[src/rtl/uart_rx.sv]
// rtl/uart_rx.sv - 8N1 UART receiver with 8-byte packing buffer, optional even parity (UART_RX_PARITY_EN)
// rx is synchronized, oversampled at mid-bit, and accepted bytes are packed first-byte-at-[7:0].
module uart_rx #(
    parameter int CLOCK_PER_BAUD_RATE = 5208,
    parameter int HALF_BIT            = CLOCK_PER_BAUD_RATE / 2
) (
    input  logic        CLOCK_50M,
    input  logic        RESET,
    input  logic        RX,
    input  logic        buffer_clear,
    output logic [7:0]  rx_data,
    output logic        rx_valid,
    output logic [63:0] rx_buffer_out,
    output logic [3:0]  rx_buffer_count_out,
    output logic        frame_error,
    output logic        overrun,
`ifdef UART_RX_PARITY_EN
    output logic        parity_error,
`endif
    output logic        busy
);

`ifdef UART_RX_PARITY_EN
    typedef enum logic [2:0] {IDLE, START, DATA, PARITY, STOP, WAIT_HIGH} state_t;
`else
    typedef enum logic [2:0] {IDLE, START, DATA, STOP, WAIT_HIGH} state_t;
`endif

    localparam logic [15:0] HALF_LAST = 16'(HALF_BIT - 1);
    localparam logic [15:0] BIT_LAST  = 16'(CLOCK_PER_BAUD_RATE - 1);

    state_t      state_q, state_d;
    logic [15:0] cnt_q, cnt_d;
    logic [2:0]  idx_q, idx_d;
    logic [7:0]  shift_q, shift_d;
    logic        sync1, rxs;
    logic        accept, ferr, push;
`ifdef UART_RX_PARITY_EN
    logic        par_q, par_d;
    logic        perr;
`endif

    assign busy = (state_q != IDLE);

    always_ff @(posedge CLOCK_50M) begin
        if (RESET) begin
            sync1   <= 1'b1;
            rxs     <= 1'b1;
            state_q <= IDLE;
            cnt_q   <= '0;
            idx_q   <= '0;
            shift_q <= '0;
`ifdef UART_RX_PARITY_EN
            par_q   <= 1'b0;
`endif
        end else begin
            sync1   <= RX;
            rxs     <= sync1;
            state_q <= state_d;
            cnt_q   <= cnt_d;
            idx_q   <= idx_d;
            shift_q <= shift_d;
`ifdef UART_RX_PARITY_EN
            par_q   <= par_d;
`endif
        end
    end

    always_comb begin
        state_d = state_q;
        cnt_d   = cnt_q;
        idx_d   = idx_q;
        shift_d = shift_q;
        accept  = 1'b0;
        ferr    = 1'b0;
`ifdef UART_RX_PARITY_EN
        par_d   = par_q;
`endif
        case (state_q)
            IDLE: begin
                if (!rxs) begin
                    state_d = START;
                    cnt_d   = '0;
                end
            end
            START: begin
                if (cnt_q == HALF_LAST) begin
                    cnt_d = '0;
                    idx_d = '0;
                    // a start bit that has vanished by mid-bit was line noise
                    state_d = rxs ? IDLE : DATA;
                end else begin
                    cnt_d = cnt_q + 16'd1;
                end
            end
            DATA: begin
                if (cnt_q == BIT_LAST) begin
                    cnt_d          = '0;
                    shift_d[idx_q] = rxs;
                    idx_d          = idx_q + 3'd1;
                    if (idx_q == 3'd7) begin
`ifdef UART_RX_PARITY_EN
                        state_d = PARITY;
`else
                        state_d = STOP;
`endif
                    end
                end else begin
                    cnt_d = cnt_q + 16'd1;
                end
            end
`ifdef UART_RX_PARITY_EN
            PARITY: begin
                if (cnt_q == BIT_LAST) begin
                    cnt_d   = '0;
                    par_d   = rxs;
                    state_d = STOP;
                end else begin
                    cnt_d = cnt_q + 16'd1;
                end
            end
`endif
            STOP: begin
                if (cnt_q == BIT_LAST) begin
                    cnt_d = '0;
                    if (rxs) begin
                        accept  = 1'b1;
                        state_d = IDLE;
                    end else begin
                        ferr    = 1'b1;
                        state_d = WAIT_HIGH;
                    end
                end else begin
                    cnt_d = cnt_q + 16'd1;
                end
            end
            WAIT_HIGH: begin
                if (rxs) state_d = IDLE;
            end
            default: state_d = IDLE;
        endcase
    end

`ifdef UART_RX_PARITY_EN
    assign perr = ^{shift_q, par_q};
    assign push = accept && !perr;
`else
    assign push = accept;
`endif

    always_ff @(posedge CLOCK_50M) begin
        if (RESET) begin
            rx_data             <= '0;
            rx_valid            <= 1'b0;
            rx_buffer_out       <= '0;
            rx_buffer_count_out <= '0;
            frame_error         <= 1'b0;
            overrun             <= 1'b0;
`ifdef UART_RX_PARITY_EN
            parity_error        <= 1'b0;
`endif
        end else begin
            rx_valid    <= accept;
            frame_error <= ferr;
`ifdef UART_RX_PARITY_EN
            parity_error <= accept && perr;
`endif
            if (accept) rx_data <= shift_q;
            // clear wins over stored contents but never drops the byte arriving with it
            if (buffer_clear) begin
                overrun <= 1'b0;
                if (push) begin
                    rx_buffer_out       <= {56'd0, shift_q};
                    rx_buffer_count_out <= 4'd1;
                end else begin
                    rx_buffer_out       <= '0;
                    rx_buffer_count_out <= '0;
                end
            end else if (push) begin
                if (rx_buffer_count_out[3]) begin
                    overrun <= 1'b1;
                end else begin
                    rx_buffer_out[{rx_buffer_count_out[2:0], 3'b000} +: 8] <= shift_q;
                    rx_buffer_count_out <= rx_buffer_count_out + 4'd1;
                end
            end
        end
    end

endmodule

[config.mk]
export PLATFORM = sky130hd
export DESIGN_NAME = uart_rx
export DESIGN_NICKNAME = d
export VERILOG_FILES = /design/src/rtl/uart_rx.sv
export SDC_FILE = /design/constraint.sdc
export NUM_CORES = 1
export LEC_CHECK = 0
export CELL_PAD_IN_SITES_DETAIL_PLACEMENT = 1
export CELL_PAD_IN_SITES_GLOBAL_PLACEMENT = 1
export CORE_MARGIN = 1
export CORE_UTILIZATION = 35
export CTS_CLUSTER_DIAMETER = 150
export DETAILED_ROUTE_END_ITERATION = 16
export PLACE_DENSITY_LB_ADDON = 0.1
export SYNTH_ARGS = -nofsm -noshare
export SYNTH_HDL_FRONTEND = slang
export SYNTH_SLANG_ARGS = --single-unit
[constraint.sdc]
create_clock -name CLOCK_50M -period 2.3 [get_ports CLOCK_50M]
set_clock_uncertainty 0.1 [all_clocks]
set_input_delay 0.46 -clock CLOCK_50M [delete_from_list [all_inputs] [get_ports CLOCK_50M]]
set_output_delay 0.46 -clock CLOCK_50M [all_outputs]
set_load 0.01 [all_outputs]
==> impl_results.md <==
* DR vias at 4172
* Vias per cell at 5.132
* Most frequent cells in the layout: dfxtp_1, clkdlybuf4s50_1, nor2_1
* I/O pin count at 84
* Die height at about 120 um
* Distinct cells, synth at 50
* Syn Area/Cell at approximately 9.1 um^2
* Detailed-router iteration count before antenna repair at 4
* Final layout net count at 647
* Leak at between 0.002 and 0.0025 uW
* Hold Vio Cnt, Final at 0
* Core footprint at 12720 um^2
* Global placement routability congestion at between 0.8 and 0.9
* Clock sinks at around 110
* #FFs+latches synth at 111
* Synth area leaders: dfxtp_1, mux2i_1, nor2_1
* Final Max Slew Viols at 0
* Post-route cell area at 6402 um^2
* Starting density of the core at 0.3612
* Arr. time, crit path at 2.50 ns
* Synthesized area at 4596 um^2
* Status: finished with violations
* Post-Route WL at 13910 um
* Cts bufs inserted at 9
* Placed cell count at 789
* Final setup margin at -0.06041 ns
* All-Layer GR Usage at 0.2157
* CTS clk-pin slew, worst paths at 0.08 ns
* Max-cap viol count at 0
* Crit Path Category: reg -> reg
* H-tree levels at 3
* Ant diodes at 0
* Horiz. Die Dim at 116.6 um
* Max Freq at approximately 0.42 GHz
* Layout cells sized above 1 at 0.1544
* Bufs on Longest Clock Path at 2
* Commonest non-fill, non-tap cell in the layout: dfxtp_1
* Slew headroom at 0.5135
* Initial antenna violation count at 0
* Worst Hold Class: reg -> reg
* Sum of negative setup slack at -0.2783 ns
* Final setup fails at 17
* Post-route ant nets at 0
* Largest net degree at the start of global routing at 41
* Syn-to-layout area delta at 39.31%
* Tightest Pin Transition at 0.7236 ns
* Syn nets at 518
* First-pass GRT wire length at 22020 um
* Post-DP HPWL at 10150 um
* Req. time, crit path at 2.44 ns
* Sequential cell area fraction in the yosys report at 0.4835
* Crit end category: register
* DRC at 0
* # hold bufs at CTS at 0
* Crit path time final at 2.360 ns
* CP Max Fanout at 8
* Dpl cell area at 6007 um^2
* Failing checks: setup timing
* Clock Latency Late Sink at 0.36 ns
* Initial DRC Count at 239
* Die area at 13590 um^2
* R2R setup slack at -0.06 ns
* Unrepaired setup endpoints after global routing: yes
* Pwr dens at 565.5 nW/um^2
* Number of synthesized flops with an enable pin at 0
* Setup crit start kind: register
* Period utilization at 1.026
* Wire per inst at between 15 and 20 um
* Synthesized instance count at 507
* Fin cells at 813
* Hold Path Cell Cnt at 1
* Number of port buffers at 83
* CTS tree: yes
* Synth area leader: dfxtp_1
* Synth top area share at 0.4835
* R2R cell count at 8
* Async S/R FF share, synth at 0
* Gr ovfl total at 0
* Clk root buf: clkbuf_16
* Yosys synthesis warning count at 0
* Row cnt at 41
* Peak VDD IR at 0.3459 mV
* Vias in the first global route at roughly 4200
* Synth Flop Type: dfxtp_1
[metrics by stage]
stage               setup WS [ns]  total power (uW)  utilization  hold slack, ns
finish                   -0.06041              3621       0.5032          0.3240
global route              -0.1530              3752       0.5032          0.3325
CTS                      -0.05821              3663       0.4985          0.3215
detailed placement       -0.09140              2085       0.4722          0.3071
global placement       -0.0003915              2082       0.4722          0.3026
floorplan                -0.06323              2037            -          0.2895
[routing by layer]
layer  track usage  wire (um)  vias up  share of wire
li1              -          -     2029              -
met1        0.2838       6560     2042           0.47
met2        0.3538       6621       88           0.48
met3       0.04048        502       13          0.036
met4       0.07511        226        0          0.016
met5             0          0        -              0
[where the power goes]
group	total [uW]	leakage [uW]	internal [uW]	switching (uW)
combinational	116	0.00134	44.2	71.6
clock	1580	0.000144	770	810
sequential	1920	0.000897	1920	2.15
[cell families after synthesis]
family | share of synthesized area
xor gates and xnor gates | 0.01906
muxes | 0.1089
AOI/OAI and AO/OA | 0.09448
DFF | 0.4835
adders and majority gates | 0.01906
and+or+nand+nor | 0.2461
buffers and inverters | 0.02886
[flip-flops by register name, summed over array words and instances, names as in the netlist]
register	cells
rx_buffer_out	64
cnt_q	16
rx_data	8
shift_q	8
rx_buffer_count_out	4
idx_q	3
state_q	3
frame_error	1
overrun	1
rx_valid	1
rxs	1
sync1	1
[cells in the mapped netlist (2+ instances only)]
master and instances:
nand2b_1 11, nor3b_1 3, nor4_1 3, buf_6 2
nor4b_1 2, nor2_1 78, or2_2 4, a31oi_1 5
o21ai_0 32, nand3b_1 4, ha_1 7, nand4_2 2
nand2_1 57, or3_1 5, nand4_1 11, and2_1 3
o31ai_1 3, inv_1 9, and3_1 6, clkbuf_1 17
xnor2_1 3, nand4b_1 2, nor3_1 6, xor2_1 7
nand3_1 11, nor3_4 2, nor2b_1 5, mux2i_1 50
a21oi_1 24, nor4bb_1 2, buf_1 2, dfxtp_1 111
[worst max-delay path, stage by stage (launching register included)]
cell and delay, ns:
dfxtp_2 0.36, ha_4 0.14, and3_4 0.19, or4b_4 0.48, nor3_4 0.25, buf_12 0.17, nand4_4 0.21, mux2i_1 0.26
nor2_1 0.07
[final cells by class]
| class | count | area [um^2] |
|---|---|---|
| Inverter | 9 | 33.78 |
| Clock inverter | 7 | 77.57 |
| Sequential cell | 111 | 2231 |
| Fill cell | 1538 | 6320 |
| Timing Repair Buffer | 140 | 1296 |
| Multi-Input combinational cell | 365 | 2323 |
| Tap cell | 172 | 215.2 |
| Clock buffer | 9 | 225.2 |
[worst paths after layout]
| check | startpoint | to |
|---|---|---|
| setup / recovery | cnt_q[1] | rx_buffer_out[33] |
| setup reg to reg | cnt_q[1] | rx_buffer_out[33] |
| hold reg to reg | sync1 | rxs |
| hold / removal | sync1 | rxs |
[timing repair]
| item | 4_1_cts | 5_1_grt |
|---|---|---|
| setup buffers | 4 | 4 |
| endpoints found under the hold margin | 0 | 0 |
| gates resized for setup | 1 | 19 |
| pin swaps | 2 | 15 |
| endpoints found under the setup margin | 47 | 76 |
| cloned | 0 | 0 |
Note: power is estimated with default switching activity, not from simulation.
